<file path="src/rtl/reg_file.sv">
// ---------------------------------------------------------------------------
// reg_file
//   General-purpose register file of the datapath: 2**ADDR_W words of N bits,
//   two combinational read ports, one synchronous write port, and a saturating
//   count of committed writes. Entry 0 can be hardwired to zero (ZERO_REG=1).
//
// Parameters
//   N          data word width in bits
//   ADDR_W     address width; depth = 2**ADDR_W entries
//   ZERO_REG   1: entry 0 reads 0 and ignores writes; 0: ordinary register
//   RESET_VAL  value loaded into every entry on reset
//
// Ports
//   clk     in   clock; all state changes on posedge
//   reset   in   synchronous, active-high reset (priority over enable)
//   enable  in   write enable
//   wa, wd  in   write address / write data
//   ra1/ra2 in   read addresses
//   rd1/rd2 out  read data (combinational)
//   wcount  out  committed writes since reset, saturating at 16'hFFFF
//
// Build option
//   REGFILE_BYPASS_EN  when defined, a write in progress is forwarded to any
//                      read port addressing the same entry in the same cycle.
// ---------------------------------------------------------------------------
module reg_file #(
    parameter int             N         = 32,
    parameter int             ADDR_W    = 5,
    parameter int             ZERO_REG  = 1,
    parameter logic [N-1:0]   RESET_VAL = '0
) (
    input  logic              clk,
    input  logic              reset,
    input  logic              enable,
    input  logic [ADDR_W-1:0] wa,
    input  logic [N-1:0]      wd,
    input  logic [ADDR_W-1:0] ra1,
    input  logic [ADDR_W-1:0] ra2,
    output logic [N-1:0]      rd1,
    output logic [N-1:0]      rd2,
    output logic [15:0]       wcount
);

    localparam int DEPTH = 2 ** ADDR_W;

    logic [N-1:0] r_mem [DEPTH];
    logic [15:0]  r_wcount;

    logic         w_wa_is_zero_reg;
    logic         w_commit;
    logic [N-1:0] w_rd1;
    logic [N-1:0] w_rd2;

    // A write to the hardwired-zero entry is not a committed write: it neither
    // updates storage nor advances the counter.
    assign w_wa_is_zero_reg = (ZERO_REG != 0) && (wa == '0);
    assign w_commit         = enable && !w_wa_is_zero_reg;

    // NOTE: sequential state uses non-blocking assignments so every flop
    // samples pre-edge values regardless of statement order.
    always_ff @(posedge clk) begin
        if (reset) begin
            // NOTE: the whole array is reset because software relies on a
            // known register state; this forces flops rather than a RAM macro.
            for (int i = 0; i < DEPTH; i++) begin
                // The zero entry is never observable, so it is cleared to a
                // defined value instead of RESET_VAL.
                if ((ZERO_REG != 0) && (i == 0)) begin
                    r_mem[i] <= '0;
                end else begin
                    r_mem[i] <= RESET_VAL;
                end
            end
            r_wcount <= '0;
        end else if (w_commit) begin
            r_mem[wa] <= wd;
            if (r_wcount != 16'hFFFF) begin
                r_wcount <= r_wcount + 16'd1;
            end
        end
    end

    // NOTE: every output of this block gets a default first, so no path
    // leaves it unassigned and no latch is inferred.
    always_comb begin
        w_rd1 = r_mem[ra1];
        w_rd2 = r_mem[ra2];
`ifdef REGFILE_BYPASS_EN
        // Write-through: reads see the value being written this cycle.
        if (enable && !reset && (ra1 == wa)) begin
            w_rd1 = wd;
        end
        if (enable && !reset && (ra2 == wa)) begin
            w_rd2 = wd;
        end
`endif
        // Applied last so it also suppresses forwarding to entry 0.
        if ((ZERO_REG != 0) && (ra1 == '0)) begin
            w_rd1 = '0;
        end
        if ((ZERO_REG != 0) && (ra2 == '0)) begin
            w_rd2 = '0;
        end
    end

    assign rd1    = w_rd1;
    assign rd2    = w_rd2;
    assign wcount = r_wcount;

endmodule

</file>
<file path="config.mk">
export PLATFORM = sky130hd
export DESIGN_NAME = reg_file
export DESIGN_NICKNAME = d
export VERILOG_FILES = /design/src/rtl/reg_file.sv
export SDC_FILE = /design/constraint.sdc
export NUM_CORES = 2
export LEC_CHECK = 0
export BUFFER_PORTS_ARGS = -buffer_cell sky130_fd_sc_hd__clkbuf_2
export CAP_MARGIN = 15
export CORE_MARGIN = 1.5
export CORE_UTILIZATION = 50
export CTS_BUF_LIST = sky130_fd_sc_hd__clkbuf_8
export CTS_CLUSTER_SIZE = 14
export DETAILED_ROUTE_END_ITERATION = 10
export PLACE_DENSITY = 0.66
export SKIP_LAST_GASP = 1
export SLEW_MARGIN = 10
export SYNTH_ARGS = -nofsm -noshare
export SYNTH_HDL_FRONTEND = slang
export SYNTH_SLANG_ARGS = --single-unit
</file>
<file path="constraint.sdc">
create_clock -name clk -period 2.46 [get_ports clk]
set_clock_uncertainty 0.2 [all_clocks]
set_input_delay 0.123 -clock clk [delete_from_list [all_inputs] [get_ports clk]]
set_output_delay 0.123 -clock clk [all_outputs]
set_load 0.02 [all_outputs]
</file>
==> Word level (Yosys, flattened, before mapping) <==
Memories as Yosys holds them, arrays and structs flattened.
Index checks and enable logic that the tools add are counted.
W data, S select, Z words.
{ "op_classes": {"n_addsub": 1, "eq_ne": 1, "n_mux": 10, "n_reduce_logical": 7} }
{ "ops": {"columns": ["op", "count"], "rows": [
  ["$mux W32", 3],
  ["$reduce_or A32 Y1", 1],
  ["$add A16 B1 Y16 const B", 1],
  ["$ne A16 B16 Y1 const B", 1],
  ["$logic_not A5 Y1", 3],
  ["$mux W1", 6],
  ["$mux W5", 1],
  ["$reduce_and A2 Y1", 1],
  ["$logic_and A1 B1 Y1", 1],
  ["$logic_not A1 Y1", 1]
]} }
{ "word_totals": {"regBits": 16, "ramBits": 1024, "elab_cells": 21, "mem_count": 1} }
{ "mem_list": {"columns": ["memory", "depth", "width", "read_ports", "rd_ports_with_merged_regs", "write_ports", "line", "source"], "rows": [
  ["r_mem", 32, 32, 2, 0, 32, "46", "logic [N-1:0] r_mem [DEPTH];"]
]} }

==> Longest topological paths before layout <==
{ "logic_depth": {"word_depth": 8, "depth_mapped": 7, "ltp_nobuf": 5} }

==> Worst setup path after synthesis <==
Ideal clock, no wire load.
{ "synth_timing": {"path_kind": "input -> output", "start": "input port ra1[0]", "end": "output port rd1[24]", "t_arrival_ps": 1735, "slack_ps": 402, "path_stages": 7, "path_cell_list": "buf_2 -> buf_4 -> nor2_1 -> buf_2 -> a221oi_1 -> o21ai_0 -> a311oi_1"} }
{ "synth_between": {"elab_chain_cells": 2, "elab_cells_between_ends": 3, "classes_between": "1 x mux; 1 x reduce/logical; 1 x memory"} }
{ "synth_lines": {"columns": ["item", "line", "source"], "rows": [
  ["from (decl)", "37", "input logic [ADDR_W-1:0] ra1,"],
  ["$mem_v2 Z32 W32 or $logic_not A5 Y1 (tied branches)", null, null],
  ["$mux W32 (*)", "98", "if ((ZERO_REG != 0) && (ra1 == '0)) begin"],
  ["to (decl)", "39", "output logic [N-1:0] rd1,"]
]} }
Mark *: on every way between the ends. The rest lies on a longest branch, timed or not.

==> summary.txt <==
EDFF count, synth - 1,024
Min-Delay Path Class - input port to flop
Synth Flop Type - edfxtp_1
#FFs+latches synth - 1,040
largest net degree at the start of global routing - 57
Rows - 122
unrepaired setup endpoints after global routing - yes
CP max stage delay - 0.59 ns
Post-Syn Area - 55,900 um^2
first drt pass iteration count - 8
Slew HR - 0.421
final instance area - 67,100 um^2
Hold Path End - wcount[14]$_SDFFE_PP0P_
vias in the first global route - 37,000
max cap viols - 0
synth top area cells - edfxtp_1 (55%), mux4_2 (18%), and2_1 (11%)
CP delay by family, top - compound AO/OA/AOI/OAI gates
Final ANT Viol Nets - 0
Starting Density - 0.505
H-tree Lvls - 4
routability congestion estimate - 0.945
routed wire length - 180 mm
total track usage - 0.319
Core Footprint - 111,000 um^2
io pins - 130
slowest stage cell, crit path - a311oi_2
P per Cell Area - 635 nW/um^2
number of vias per cell - 6.33
Area Growth Syn to Fin - 20.1%
final worst slack - -0.620 ns
reg2reg path depth - 5
post-synth top area cell - edfxtp_1
Worst Max-Slew Pin Slew - 0.869 ns
drc violations - 0
nature of the critical path startpoint - flop
failing checks - setup timing
TritonCTS clock tree - built
status - complete, but fails checks
DR WL met2 - 83.8 mm
clk slew on worst S/H paths - 0.06 ns
Post-Syn Instances - 3,751
CP Data Arrival Time - 2.76 ns
Final nets - 4,193
final hold slack - 0.273 ns
Buf/Inv on CP - 1
Hold Path Cell Cnt - 6
r2r endpoint - wcount[14]$_SDFFE_PP0P_
Tcrit/Tclk final - 1.25
1st-iter DRT viols - 4,463
hpwl dp - 118 mm
DR vias - 36,700
VDD IR-drop max - 0.000527 V
share of layout cells above drive strength 1 - 0.362
post-route setup TNS - -29.64 ns
DIE WIDTH - 337 um
initial antenna violation count - 12
crit path from - r_mem[18][14]$_SDFFCE_PN0P_
sequential cell area fraction in the yosys report - 0.556
worst skew pair latency - 0.89 ns
leakage - 24.0 nW
Async S/R FF share, synth - 0
final hold vios - 0
Die H - 337 um
crit path max fanout - 2
Clock Path Buffers - 3
first-pass GRT wire length - 257 mm
R2R setup slack - 0.19 ns
crit-path cells - mux2i_1, a221oi_1, o21ai_1, a311oi_2, clkbuf_4
Setup WS pre-CTS - -0.308 ns
final setup vio count - 64
DR top layer - met5
met1 WL - 69.4 mm
Tmin final - 3.08 ns
Max Clk Rate - 325 MHz
Cell Area, Placed - 61,500 um^2
Worst R2R Start - wcount[6]$_SDFFE_PP0P_
CP required - 2.14 ns
Yosys warnings - 0
average cell area after synthesis - 14.9 um^2
total CTS buffers - 176
Distinct cells, synth - 58
met3 WL - 17.1 mm
CP Capture Type - primary output
root buffer selected by CTS - clkbuf_8
Final Max Slew Viols - 0
Synth top area share - 0.551
Hold Crit Start - enable
clock sink total - 1,040
wire per inst - 31.1 um
Die ar. - 114,000 um^2
PortBufs - 129
Overflow after GRT - 0
Setup CP Type - flop to primary output
-- layout by cell type (no fill, tap or decap), types with 20 or more instances in the layout --
| cell type | n |
|---|---|
| a311oi_2 | 23 |
| dlygate4sd3_1 | 42 |
| and2_1 | 995 |
| o21ai_4 | 31 |
| conb_1 | 32 |
| clkbuf_8 | 195 |
| nand2_1 | 102 |
| mux2_4 | 44 |
| a211oi_2 | 46 |
| edfxtp_1 | 1024 |
| mux2i_1 | 129 |
| clkbuf_2 | 61 |
| nor2b_1 | 50 |
| nor2_2 | 20 |
| or2_2 | 32 |
| clkinv_1 | 42 |
| mux2_2 | 23 |
| clkinv_2 | 23 |
| mux4_2 | 448 |
| buf_12 | 126 |
| o2111ai_1 | 46 |
| nor2b_4 | 21 |
| inv_1 | 63 |
| buf_4 | 306 |
| a22oi_1 | 60 |
| a311oi_1 | 27 |
| buf_6 | 25 |
| o21ai_2 | 32 |
-- per-stage QoR --
stage	instances	utilization	power, mW
2_1_floorplan	3782	-	24.4
3_3_place_gp	5424	0.556	26.9
3_5_place_dp	5424	0.556	27.0
4_1_cts	5785	0.601	42.5
5_1_grt	5787	0.606	43.9
6_report	5790	0.606	42.6
-- worst register-to-register path: stages, from the launching register on --
cell and delay, ns:
dfxtp_1 0.46, and4_1 0.31, o2111ai_4 0.18, dlygate4sd3_1 0.64
o41ai_1 0.25, a21oi_1 0.10
-- layout make-up --
cell class	count	area [um^2]
Fill cell	8339	43600
Timing Repair Buffer	586	6160
Tap cell	1488	1860
Sequential cell	1040	31100
Inverter	5	21.3
Multi-Input combinational cell	2333	24600
Clock inverter	145	850
Antenna cell	9	22.5
Clock buffer	184	2530
-- report_power, final --
part | internal (mW) | switching (mW) | leakage (nW)
registers | 20.4 | 0.502 | 9.88
logic | 3.02 | 3.50 | 12.2
clock network | 7.74 | 7.44 | 1.96
-- cell usage after synthesis (9+ instances only) --
library cell	n
a311oi_1	65
nand2_1	102
mux4_2	448
clkbuf_1	260
clkbuf_2	9
buf_4	57
buf_2	54
o21ai_1	41
mux2i_1	129
mux2_2	67
edfxtp_1	1024
a221oi_1	16
and2_1	995
o2111ai_1	48
dfxtp_1	16
or2_2	32
buf_6	22
o21ai_0	39
a211oi_1	67
a22oi_1	64
nor2b_1	75
nor2_1	32
-- timing repair --
item                                   4_1_cts  5_1_grt
setup endpoints to repair                   64       71
pin swaps                                   54       40
setup buffers                                3        3
hold buffers                                43        0
gates resized for setup                    304      167
endpoints found under the hold margin     1033        0
gates cloned                                 0        0
-- layer usage --
layer	GRT usage	up-vias
li1	-	15200
met1	0.428	18800
met2	0.497	2145
met3	0.0623	428
met4	0.165	12
met5	0	-
-- cells by family after synthesis --
| group | after synthesis | share of synthesized area |
|---|---|---|
| AND/OR/NAND/NOR | 1293 | 0.142 |
| buffers and inverters | 409 | 0.0357 |
| adder cells (fa/ha/maj) | 1 | 0.000224 |
| multiplexers | 648 | 0.218 |
| AO/OA/AOI/OAI | 359 | 0.0480 |
| other | 1 | 0.0000671 |
| flip-flops | 1040 | 0.556 |
-- state kept, by name (all words and copies together) (netlist names) --
signal  flops
r_mem    1024
wcount     16
-- how the worst max path moves through the flow --
stage	end	slack, ns	cells after the start
floorplan	rd1[24]	0.40	7
global placement	rd1[14]	-0.35	10
detailed placement	rd1[14]	-0.31	10
CTS	rd2[6]	-0.61	6
global route	rd2[20]	-0.65	7
finish	rd1[14]	-0.62	5
No activity file was read; power rests on OpenSTA's default activity.
